File: src/rtl/chunked_subtractor_pkg.sv
// Shared definitions for the chunked subtractor: FSM state encoding,
// default geometry, slice-count derivation and geometry sanity check.
package chunked_subtractor_pkg;

  localparam int unsigned WIDTH_DEF = 64;
  localparam int unsigned CHUNK_DEF = 16;

  typedef enum logic [1:0] {
    ST_IDLE = 2'd0,
    ST_RUN  = 2'd1,
    ST_DONE = 2'd2
  } state_e;

  // Number of CHUNK-bit slices in a WIDTH-bit operand.
  function automatic int unsigned nchunk(input int unsigned w, input int unsigned c);
    return w / c;
  endfunction

  // Geometry is legal only when WIDTH is a non-zero multiple of CHUNK.
  function automatic bit width_ok(input int unsigned w, input int unsigned c);
    return (c != 0) && (w >= c) && ((w % c) == 0);
  endfunction

  // Width of a counter/index able to address n items (at least 1 bit).
  function automatic int unsigned idx_w(input int unsigned n);
    return (n > 1) ? $clog2(n) : 1;
  endfunction

endpackage

File: src/rtl/chunked_subtractor_sub_slice.sv
// Combinational CHUNK-bit subtract with borrow: {bout_o, d_o} = a_i - b_i - bin_i.
// Ports: a_i/b_i operand slices, bin_i borrow-in, d_o difference slice,
//        bout_o borrow-out, bmsb_o borrow into the slice MSB (for overflow).
module chunked_subtractor_sub_slice #(
  parameter int unsigned CHUNK = 16
) (
  input  logic [CHUNK-1:0] a_i,
  input  logic [CHUNK-1:0] b_i,
  input  logic             bin_i,
  output logic [CHUNK-1:0] d_o,
  output logic             bout_o,
  output logic             bmsb_o
);

  logic [CHUNK:0] diff;

  assign diff   = {1'b0, a_i} - {1'b0, b_i} - (CHUNK + 1)'(bin_i);
  assign d_o    = diff[CHUNK-1:0];
  assign bout_o = diff[CHUNK];
  // MSB difference bit is a ^ b ^ borrow_in, so the borrow into it is recoverable.
  assign bmsb_o = diff[CHUNK-1] ^ a_i[CHUNK-1] ^ b_i[CHUNK-1];

endmodule

File: src/rtl/chunked_subtractor.sv
// Multi-cycle subtractor D = A - B - Bin, one CHUNK-bit slice per clock with a
// registered ripple borrow. Operands arrive on a valid/ready handshake and the
// result (D, Bout, Z, V) is held under a valid/ready handshake.
// Ports: clk/rst (sync, active-high); in_valid/in_ready, A, B, Bin input side;
//        out_valid/out_ready, D, Bout, Z, V result side.
module chunked_subtractor
  import chunked_subtractor_pkg::*;
#(
  parameter int unsigned WIDTH = WIDTH_DEF,
  parameter int unsigned CHUNK = CHUNK_DEF
) (
  input  logic             clk,
  input  logic             rst,
  input  logic             in_valid,
  output logic             in_ready,
  input  logic [WIDTH-1:0] A,
  input  logic [WIDTH-1:0] B,
  input  logic             Bin,
  output logic             out_valid,
  input  logic             out_ready,
  output logic [WIDTH-1:0] D,
  output logic             Bout,
  output logic             Z,
  output logic             V
);

  localparam int unsigned NCHUNK = nchunk(WIDTH, CHUNK);
  localparam int unsigned KW     = idx_w(NCHUNK);
  localparam int unsigned IW     = idx_w(WIDTH);
  localparam logic [KW-1:0] K_LAST = KW'(NCHUNK - 1);

  if (!width_ok(WIDTH, CHUNK)) begin : g_bad_geometry
    $error("chunked_subtractor: WIDTH must be a non-zero multiple of CHUNK");
  end

  state_e           state_q, state_d;
  logic [WIDTH-1:0] a_q, a_d, b_q, b_d, d_q, d_d;
  logic [KW-1:0]    k_q, k_d;
  logic             borrow_q, borrow_d;
  logic             bout_q, bout_d, z_q, z_d, v_q, v_d;
  logic             in_ready_q, in_ready_d, out_valid_q, out_valid_d;

  logic [IW-1:0]    base;
  logic [CHUNK-1:0] s_d;
  logic             s_bout, s_bmsb;

  // Bit offset of the slice currently being processed.
  assign base = IW'(k_q * CHUNK);

  chunked_subtractor_sub_slice #(.CHUNK(CHUNK)) u_slice (
    .a_i    (a_q[base +: CHUNK]),
    .b_i    (b_q[base +: CHUNK]),
    .bin_i  (borrow_q),
    .d_o    (s_d),
    .bout_o (s_bout),
    .bmsb_o (s_bmsb)
  );

  // Next-state, datapath updates and handshake outputs.
  always_comb begin
    state_d  = state_q;
    a_d      = a_q;
    b_d      = b_q;
    d_d      = d_q;
    k_d      = k_q;
    borrow_d = borrow_q;
    bout_d   = bout_q;
    z_d      = z_q;
    v_d      = v_q;
    case (state_q)
      ST_IDLE: begin
        if (in_valid) begin
          a_d      = A;
          b_d      = B;
          borrow_d = Bin;
          k_d      = '0;
          d_d      = '0;
          state_d  = ST_RUN;
        end
      end
      ST_RUN: begin
        d_d[base +: CHUNK] = s_d;
        borrow_d           = s_bout;
        if (k_q == K_LAST) begin
          bout_d  = s_bout;
          v_d     = s_bmsb ^ s_bout;
          z_d     = (d_d == '0);
          state_d = ST_DONE;
        end else begin
          k_d = k_q + KW'(1);
        end
      end
      ST_DONE: begin
        if (out_ready) begin
          state_d = ST_IDLE;
        end
      end
      default: state_d = ST_IDLE;
    endcase
    in_ready_d  = (state_d == ST_IDLE);
    out_valid_d = (state_d == ST_DONE);
  end

  // State and datapath registers.
  always_ff @(posedge clk) begin
    if (rst) begin
      state_q     <= ST_IDLE;
      a_q         <= '0;
      b_q         <= '0;
      d_q         <= '0;
      k_q         <= '0;
      borrow_q    <= 1'b0;
      bout_q      <= 1'b0;
      z_q         <= 1'b0;
      v_q         <= 1'b0;
      in_ready_q  <= 1'b1;
      out_valid_q <= 1'b0;
    end else begin
      state_q     <= state_d;
      a_q         <= a_d;
      b_q         <= b_d;
      d_q         <= d_d;
      k_q         <= k_d;
      borrow_q    <= borrow_d;
      bout_q      <= bout_d;
      z_q         <= z_d;
      v_q         <= v_d;
      in_ready_q  <= in_ready_d;
      out_valid_q <= out_valid_d;
    end
  end

  assign in_ready  = in_ready_q;
  assign out_valid = out_valid_q;
  assign D         = d_q;
  assign Bout      = bout_q;
  assign Z         = z_q;
  assign V         = v_q;

endmodule

File: config.mk
export PLATFORM = sky130hd
export DESIGN_NAME = chunked_subtractor
export DESIGN_NICKNAME = d
export VERILOG_FILES = /design/src/rtl/chunked_subtractor_pkg.sv /design/src/rtl/chunked_subtractor_sub_slice.sv /design/src/rtl/chunked_subtractor.sv
export SDC_FILE = /design/constraint.sdc
export NUM_CORES = 1
export LEC_CHECK = 0
export ABC_AREA = 0
export CELL_PAD_IN_SITES_DETAIL_PLACEMENT = 2
export CELL_PAD_IN_SITES_GLOBAL_PLACEMENT = 2
export CORE_ASPECT_RATIO = 1.4
export CORE_MARGIN = 4
export CORE_UTILIZATION = 32
export DETAILED_ROUTE_END_ITERATION = 10
export PLACE_DENSITY = 0.9
export SLEW_MARGIN = 20
export SYNTH_ARGS = -nofsm -noshare
export SYNTH_HDL_FRONTEND = slang
export SYNTH_SLANG_ARGS = --single-unit
File: constraint.sdc
create_clock -name clk -period 6.9 [get_ports clk]
set_input_delay 1.725 -clock clk [delete_from_list [all_inputs] [get_ports clk]]
set_output_delay 1.725 -clock clk [all_outputs]
set_load 0.005 [all_outputs]
## Word-level counts from Yosys, hierarchy flattened

Index checks and enable logic that the tools add are counted.
W data, S select, Z words.

| operators by class | value |
|---|---|
| bitwise gates (word level) | 3 |
| multiplexer cells | 12 |
| eq/ne operators | 6 |
| reduce and logical (&&, ||, !) cells | 8 |
| add/sub/neg operators | 4 |
| shifts and indexed selects | 4 |

Operators with widths:

| cell | count |
|---|---|
| $pmux W64 S2 | 1 |
| $shiftx A64 B7 Y16 | 2 |
| $bwmux W64 | 1 |
| $logic_not A64 Y1 | 1 |
| $mux W64 | 1 |
| $shift A16 B8 Y64 const A | 1 |
| $shiftx A16 B8 Y64 | 1 |
| $sub A16 B16 Y17 | 1 |
| $sub A17 B1 Y17 | 1 |
| $mux W2 | 5 |
| $neg A6 Y8 | 1 |
| $eq A2 B2 Y1 const B | 3 |
| $pmux W2 S3 | 1 |
| $reduce_and A2 Y1 | 3 |
| $logic_not A2 Y1 | 2 |
| $ne A2 B2 Y1 const B | 2 |
| $pmux W2 S2 | 1 |
| $reduce_and A3 Y1 | 1 |
| $xor A1 B1 Y1 | 3 |
| $add A2 B1 Y2 const B | 1 |
| $eq A2 B1 Y1 const B | 1 |
| $pmux W1 S2 | 1 |
| $reduce_bool A2 Y1 | 1 |
| $mux W1 | 1 |

| storage, ports and cells | value |
|---|---|
| register bits | 202 |
| input bits | 133 |

## Depth between registers and ports, before layout

Gate-level depths: netlist of the first run.

| logic depth | value |
|---|---|
| depth after elaboration | 6 |
| depth in mapped cells | 17 |
| gate-level depth less buffers | 13 |

## Hierarchy

From an unflattened synthesis of the first run, not the netlist that was laid out.

| second synthesis, totals | value |
|---|---|
| cell total of the unflattened synthesis | 1,094 |
| area total of the unflattened synthesis | 9,306.4 sq um |

By module, submodules not included:

| module | cells each | seq. area each (sq um) | area each (sq um) | instances |
|---|---|---|---|---|
| chunked_subtractor | 931 | 4,043.9 | 8,144.1 | 1 |
| chunked_subtractor_sub_slice | 163 | 0.0 | 1,162.4 | 1 |

## Least setup slack after synthesis of the first run

OpenSTA, ideal clock, no wires.

| timing path | value |
|---|---|
| kind | register to register |
| from | reg k_q[0] |
| to | reg borrow_q |
| setup slack | 2,165 ps |
| library setup time | 128 ps |
| arrival time | 4,608 ps |
| path buffers | 4 |
| data required time | 6,772 ps |
| cell stages (with the launch flop) | 18 |
| cell sequence | dfxtp_1 -> buf_1 -> clkbuf_1 -> clkbuf_1 -> mux4_2 -> inv_1 -> ha_1 -> inv_1 -> ha_1 -> and2_1 -> buf_2 -> a211o_1 -> a2111oi_2 -> o21ai_1 -> a2111oi_2 -> nor3_2 -> a222oi_1 -> nor2_1 |

| on the way | value |
|---|---|
| longest elaborated chain between the ends | 4 |
| elaborated cells between the ends (all ways) | 5 |
| those cells by class | 2 x add/sub; 2 x shift; 1 x mux |

Ends and longest elaborated chain:

| what | RTL line | source |
|---|---|---|
| from (decl) | chunked_subtractor.sv:38 | `logic [KW-1:0] k_q, k_d;` |
| from (signal assigned) | chunked_subtractor.sv:123 | `k_q <= k_d;` |
| $shiftx A64 B7 Y16, on equally long branches | chunked_subtractor.sv:51, chunked_subtractor.sv:52 |  |
| $sub A16 B16 Y17 * | chunked_subtractor_sub_slice.sv:17 | `assign diff = {1'b0, a_i} - {1'b0, b_i} - (CHUNK + 1)'(bin_i);` |
| $sub A17 B1 Y17 * | chunked_subtractor_sub_slice.sv:17 |  |
| $pmux W1 S2 * | chunked_subtractor.sv:70 | `case (state_q)` |
| to (signal assigned) | chunked_subtractor.sv:124 | `borrow_q <= borrow_d;` |
| to (decl) | chunked_subtractor.sv:39 | `logic borrow_q, borrow_d;` |

Mark *: on every way between the ends. The rest lies on a longest branch, timed or not.
A chain may end at the register's enable or synchronous reset.

## Final worst setup path of the first run

Ends and elaborated chain as after synthesis.

==> results of run 1 <==
report_power, final:
group          total, W  leakage [nW]  internal [W]  switching (W)
Sequential      0.00127          1.65       0.00122      0.0000489
Combinational  0.000906          2.59      0.000329       0.000577
Clock           0.00126         0.365      0.000757       0.000507
logic make-up after synthesis:
family / synth area share, %
AOI/OAI and AO/OA: 19.2
xor gates and xnor gates: 1.35
adders and majority gates: 4.86
buffers and inverters: 5.15
DFF: 42.2
muxes: 8.00
and+or+nand+nor: 19.2
worst register-to-register path, cell delays in order (launching register included):
cell and delay, ns:
dfxtp_2 0.79, buf_4 0.49, mux4_2 0.60, ha_1 0.29
inv_1 0.04, ha_1 0.36, o21ai_0 0.47, nor2_1 0.16
a2111oi_2 0.53, o21ai_1 0.23, a2111oi_2 0.45, nor3_2 0.15
a222oi_1 0.38, nor2_1 0.07
area by class of cell:
class	instances	area (um^2)
Clock buffer	34	647
Clock inverter	5	104
Fill cell	3190	16800
Inverter	54	203
Multi-Input combinational cell	808	5060
Sequential cell	202	4050
Tap cell	380	475
Timing Repair Buffer	206	2050
layer usage:
metal / GRT usage [%] / vias up
li1: - / 4275
met1: 27.6 / 4812
met2: 47.0 / 348
met3: 2.94 / 112
met4: 13.7 / 0
met5: 0 / -
registers in the layout, summed over array words and instances, names as in the netlist:
name	cells
in_ready	1
Z	1
b_q	64
V	1
Bout	1
state_q	2
out_valid	1
k_q	2
a_q	64
borrow_q	1
D	64
per-stage QoR:
step / hold WS, ns / worst slack [ns] / instances / utilization (%)
after floorplan: 0.432 / 2.16 / 1138 / -
final: 0.459 / 1.75 / 1689 / 42.9
after CTS: 0.459 / 1.80 / 1689 / 42.8
after global placement: 0.439 / 2.16 / 1650 / 40.3
after detailed placement: 0.451 / 1.94 / 1650 / 40.3
after global routing: 0.487 / 1.40 / 1689 / 42.9
cells in the final DEF, fill, tap and decap left out, types with 6 or more instances in the layout:
cell | netlist | routed
o21ai_0 | 15 | 13
ha_1 | 34 | 34
inv_1 | 54 | 54
nor3_1 | 12 | 12
clkbuf_16 | 0 | 23
nand3_1 | 6 | 6
a22oi_1 | 61 | 61
dfxtp_1 | 202 | 200
a21oi_1 | 153 | 153
nor4_1 | 10 | 10
mux4_2 | 31 | 31
xnor2_1 | 7 | 7
clkbuf_1 | 65 | 8
nor2_1 | 93 | 92
clkdlybuf4s50_1 | 0 | 200
nand4_1 | 6 | 6
nand2_1 | 267 | 266
how the worst max path moves through the flow:
| stage | start | endpoint | slack [ns] | cells after the start |
|---|---|---|---|---|
| 5_1_grt | k_q[0] | borrow_q | 1.40 | 13 |
| 4_1_cts | k_q[0] | borrow_q | 1.80 | 13 |
| 6_report | k_q[0] | borrow_q | 1.75 | 13 |
| 3_3_place_gp | k_q[0] | Z | 2.16 | 13 |
| 3_5_place_dp | k_q[0] | borrow_q | 1.94 | 13 |
| 2_1_floorplan | k_q[0] | borrow_q | 2.16 | 17 |
==> impl_results.md, run 1 <==
- Status: completed
- GRT Overall Usage: 25.1%
- CP max stage cell: dfxtp_2
- Detailed Routing Iterations Pass 1: 7
- Pwr/cell area: roughly 270 nW/um^2
- Metal3 WL: 1.89 mm
- Hold path depth: 2
- Synth warn: 0
- Tcrit/Tclk final: 74.6%
- Drt total wl: around 43 mm
- Layout Area Growth over Synthesis: 31.5%
- Most frequent cell after synthesis: nand2_1
- Worst-case reg-to-reg path depth: 13
- Post-synth top flop: dfxtp_1
- Max-cap violations: 0
- Vias in the first global route: 10900
- Max Freq: roughly 0.19 GHz
- DRC viols: 0
- Number of enable flip-flop cells after synthesis: 0
- Slew of the pin with the lowest slew margin: between 1 and 1.5 ns
- Worst-path cell chain: buf_4, mux4_2, ha_1, inv_1, ha_1, o21ai_0, nor2_1, a2111oi_2, o21ai_1, a2111oi_2, nor3_2, a222oi_1, nor2_1
- Nets: 1463
- Synth Cell Area: 9570 um^2
- Setup-failing EPs final: 0
- Share of post-route cells with drive strength above 1: 7.10%
- Worst reg2reg setup slack: 1.75 ns
- Final hold violations: 0
- Placement Cell Area: 11800 um^2
- Die width: 154 um
- Worst Hold Launch: b_q[33]
- Synth top area share: 42.2%
- Antenna-violating nets left: 0
- Maximum VDD drop: 0.173 mV
- CTS buffer count: 22
- Worst Path Arrival: 5.51 ns
- Clock Sinks: between 200 and 250
- Critical Path Max Stage Delay: between 0.7 and 0.8 ns
- Die Height: around 210 um
- Final instance area: 12600 um^2
- Top post-synthesis cells by count: nand2_1 (267), dfxtp_1 (202), a21oi_1 (153)
- Critical path buffers and inverters: 2
- CTS tree: yes
- Initial antenna violation count: 0
- WP data required: ~7.3 ns
- Final Slew Violations: 0
- Worst Clk Skew: 0.0127 ns
- Slew margin rel.: 26.6%
- Overall power: 0.00344 W
- RSZ-0062 raised after global routing: false
- FFs w/ async S/R, synth: 0%
- Synth unique cells: 70
- First-pass GRT wire length: 65.1 mm
- Max Buffers Root-to-Sink: 3
- Mapped Nets: 1307
- Starting DRT DRC Count: approximately 630
- Main area contributors after synthesis: dfxtp_1 (42%), nand2_1 (10%), a21oi_1 (8.0%)
- Port bufs: ~200
- Top routing layer used: met4
- Worst r2r dst: borrow_q
- WL per Instance: 25.2 um
- DRT met1 WL: ~16 mm
- Crit path max fanout: 28
- Tmin final: approximately 5.1 ns
- Synthesized instance count: 1138
- Post-cts resize count: 0
- WS Path Type: reg -> reg
- Clock Tree Root: clkbuf_16
- CP top delay family: compound AO/OA/AOI/OAI gates
- CTS H-tree depth: 1
- # Post-CTS Setup Buffers: 0
- Synth area leader: dfxtp_1
- Core box area: 29400 um^2
- # rows: 74
- Worst reg2reg path startpoint: k_q[0]
- Vias: 9547
- Cts hold-fix bufs: 0
- Antenna Cells: 0
- Static Leak: 4.61 nW
- Sequential share of the synthesized area: a little over two fifths
- #FFs+latches synth: 202
- DP HPWL: 29.1 mm
- Grt ovf: 0
- CTS clk-pin slew, worst paths: 0.07 ns
- Syn_area_per_cell: 8.41 um^2
- CP Capture Type: register
- I/O Pins: around 200
- Startpoint types: register
- Post-DR vias/cell: 5.65
- Pin count of the biggest net entering global routing: 112
- Die area: 32800 um^2
- HP Class: reg -> reg
- Wire length on met2: 22.3 mm
- Setup tns final: 0 ns
- Initial Util: 32.6%
- Min-Delay Endpoint: b_q[33]
- GP Congestion: 0.878
- Later-pin clock latency in the skew report: ~0.52 ns
(Power assumes the default switching activity.)
==> run 2: changes to the inputs <==
--- a/config.mk
+++ b/config.mk
@@ -10,9 +10,9 @@
 export CELL_PAD_IN_SITES_GLOBAL_PLACEMENT = 2
 export CORE_ASPECT_RATIO = 1.4
 export CORE_MARGIN = 4
-export CORE_UTILIZATION = 32
+export CORE_UTILIZATION = 30
 export DETAILED_ROUTE_END_ITERATION = 10
-export PLACE_DENSITY = 0.9
+export PLACE_DENSITY = 0.86
 export SLEW_MARGIN = 20
 export SYNTH_ARGS = -nofsm -noshare
 export SYNTH_HDL_FRONTEND = slang
==> constraint.sdc (replaced) <==
create_clock -name clk -period 5.01 [get_ports clk]
set_input_delay 1.2525 -clock clk [delete_from_list [all_inputs] [get_ports clk]]
set_output_delay 1.2525 -clock clk [all_outputs]
set_load 0.005 [all_outputs]
==> run 2 against run 1 <==
Effect of this change:
- combinational power increased by 42%
- die area grew 6.4%
- sequential power rose by 37%
- via count decreased by 2.4%
- clock power grew 37%
- clock skew about the same
- register-to-register slack worse by 1.3 ns
- fmax is 14% higher
- core utilization down 2.6 points
- design area is 0.95% higher
- total power rose by 38%
- critical endpoint is now Z
- largest power group unchanged
- highest routed layer unchanged
==> impl_results.md, run 2 (synthesized netlist as in run 1, its figures left out) <==
- Max Buffers Root-to-Sink: 3
- Starting DRT DRC Count: 520
- Grt ovf: 0
- Antenna-violating nets left: 0
- WP depth: 14
- CTS clk-pin slew, worst paths: about 0.06 ns
- Startpoint types: register
- CP max stage cell: dfxtp_2
- Placement Cell Area: 12000 um^2
- DRC viols: 0
- CTS buffer count: 22
- Critical path buffers and inverters: 3
- First-pass GRT wire length: 61.2 mm
- CP Capture Type: register
- WP data required: ~5.5 ns
- Crit path max fanout: 27
- WS Path Type: reg -> reg
- Max-cap violations: 0
- Worst-path cell chain: buf_12, mux4_2, inv_1, ha_1, inv_1, ha_1, and2_1, a221oi_1, a22o_1, or4_1, a2111oi_0, nand4_1, a211oi_1, a22o_1
- Final Slew Violations: 0
- Post-layout util: ~40%
- Max Freq: around 0.22 GHz
- Drt total wl: 39.5 mm
- Detailed Routing Iterations Pass 1: 5
- Commonest cells after routing, fill and taps aside: nand2_1 (266), dfxtp_1 (200), clkdlybuf4s50_1 (200)
- Static Leak: ~4.7 nW
- Share of post-route cells with drive strength above 1: 8.10%
- Clock Tree Root: clkbuf_16
- Final instance area: 12700 um^2
- DP HPWL: 28.5 mm
- Met3 capacity usage during global routing: 3.10%
- Clock Sinks: between 200 and 250
- Worst slack at placement: 0.580 ns
- Post-cts resize count: 0
- Setup tns final: 0 ns
- Initial Util: 30.4%
- Pwr/cell area: 374 nW/um^2
- CTS tree: yes
- Status: completed
- Pin count of the biggest net entering global routing: a little under 90
- GRT Overall Usage: 22.1%
- Initial antenna violation count: 0
- Final hold violations: 0
- Most common cell after layout, fill and taps aside: nand2_1
- Die area: 34900 um^2
- Maximum VDD drop: 0.199 mV
- Tcrit/Tclk final: approximately nine tenths
- Vias in the first global route: 10300
- Die width: 159 um
- HP Class: reg -> reg
- Cts hold-fix bufs: 0
- Overall power: 0.00475 W
- Later-pin clock latency in the skew report: 0.52 ns
- Slew of the pin with the lowest slew margin: 1.12 ns
- Worst Clk Skew: 0.0132 ns
- Die Height: 219 um
- Setup ws final: 0.476 ns
- WL per Instance: 23.0 um
- # rows: 77
- Nets: 1474
- Worst-case reg-to-reg path depth: 14
- Post-DR vias/cell: 5.43
- GR Util met2: 41.8%
- Port bufs: approximately 200
- RSZ-0062 raised after global routing: false
- Hold path depth: 2
- Tmin final: 4.53 ns
- Antenna Cells: 0
- CTS H-tree depth: 1
- GP Congestion: 0.856
- Vias: between 9000 and 10000
- Core box area: 31500 um^2
- I/O Pins: between 200 and 250
- Slew margin rel.: 24.8%
- Layout Area Growth over Synthesis: 32.8%
- CP top delay family: compound AO/OA/AOI/OAI gates
- Worst Path Arrival: 4.99 ns
- Setup-failing EPs final: 0
- Gr busiest metal: met2
- # Post-CTS Setup Buffers: 0
- Critical Path Max Stage Delay: roughly 0.7 ns
- GR Util met1: 24.4%
==> run 2: cell types whose count changed in the layout (fill, tap and decap cells not counted), moves of 2 or more <==
cell and delta:
buf_12 +2, buf_4 +9, clkbuf_1 -4, clkinv_2 +5
==> run 2: area by class of cell <==
type | count | area (um^2)
timing repair buffer | 217 | 2160
inverter | 54 | 203
fill | 3429 | 18800
clock inverter | 11 | 144
sequential | 202 | 4050
clock buffer | 29 | 607
multi-input combinational | 808 | 5060
tap | 395 | 494
==> run 2: tightest hold or removal path, delay by kind of cell, from the launching register on <==
kind               cells  cell delay, ns
and+or+nand+nor        1            0.05
DFF                    1            0.31
AOI/OAI and AO/OA      1            0.05
==> run 2: final timing paths <==
check / start / slack [ns] / end
max: k_q[0] / 0.48 / Z
min: a_q[38] / 0.46 / a_q[38]
max reg2reg: k_q[0] / 0.48 / Z
min reg2reg: a_q[38] / 0.46 / a_q[38]
==> run 2: power by group <==
group | total, W | internal [W] | switching (W)
logic | 0.00129 | 0.000492 | 0.000793
registers | 0.00174 | 0.00168 | 0.0000607
clock network | 0.00172 | 0.00101 | 0.000712
total | 0.00475 | 0.00318 | 0.00157
==> run 2: stage by stage <==
| step | cells | hold slack, ns |
|---|---|---|
| floorplan | 1138 | 0.432 |
| global placement | 1676 | 0.439 |
| detailed placement | 1676 | 0.453 |
| CTS | 1716 | 0.463 |
| global route | 1716 | 0.481 |
| finish | 1716 | 0.461 |
==> run 2: layer usage <==
metal	vias to the layer above	wire, um
li1	4294	-
met1	4630	15100
met2	303	20700
met3	94	1760
met4	0	2020
met5	-	0
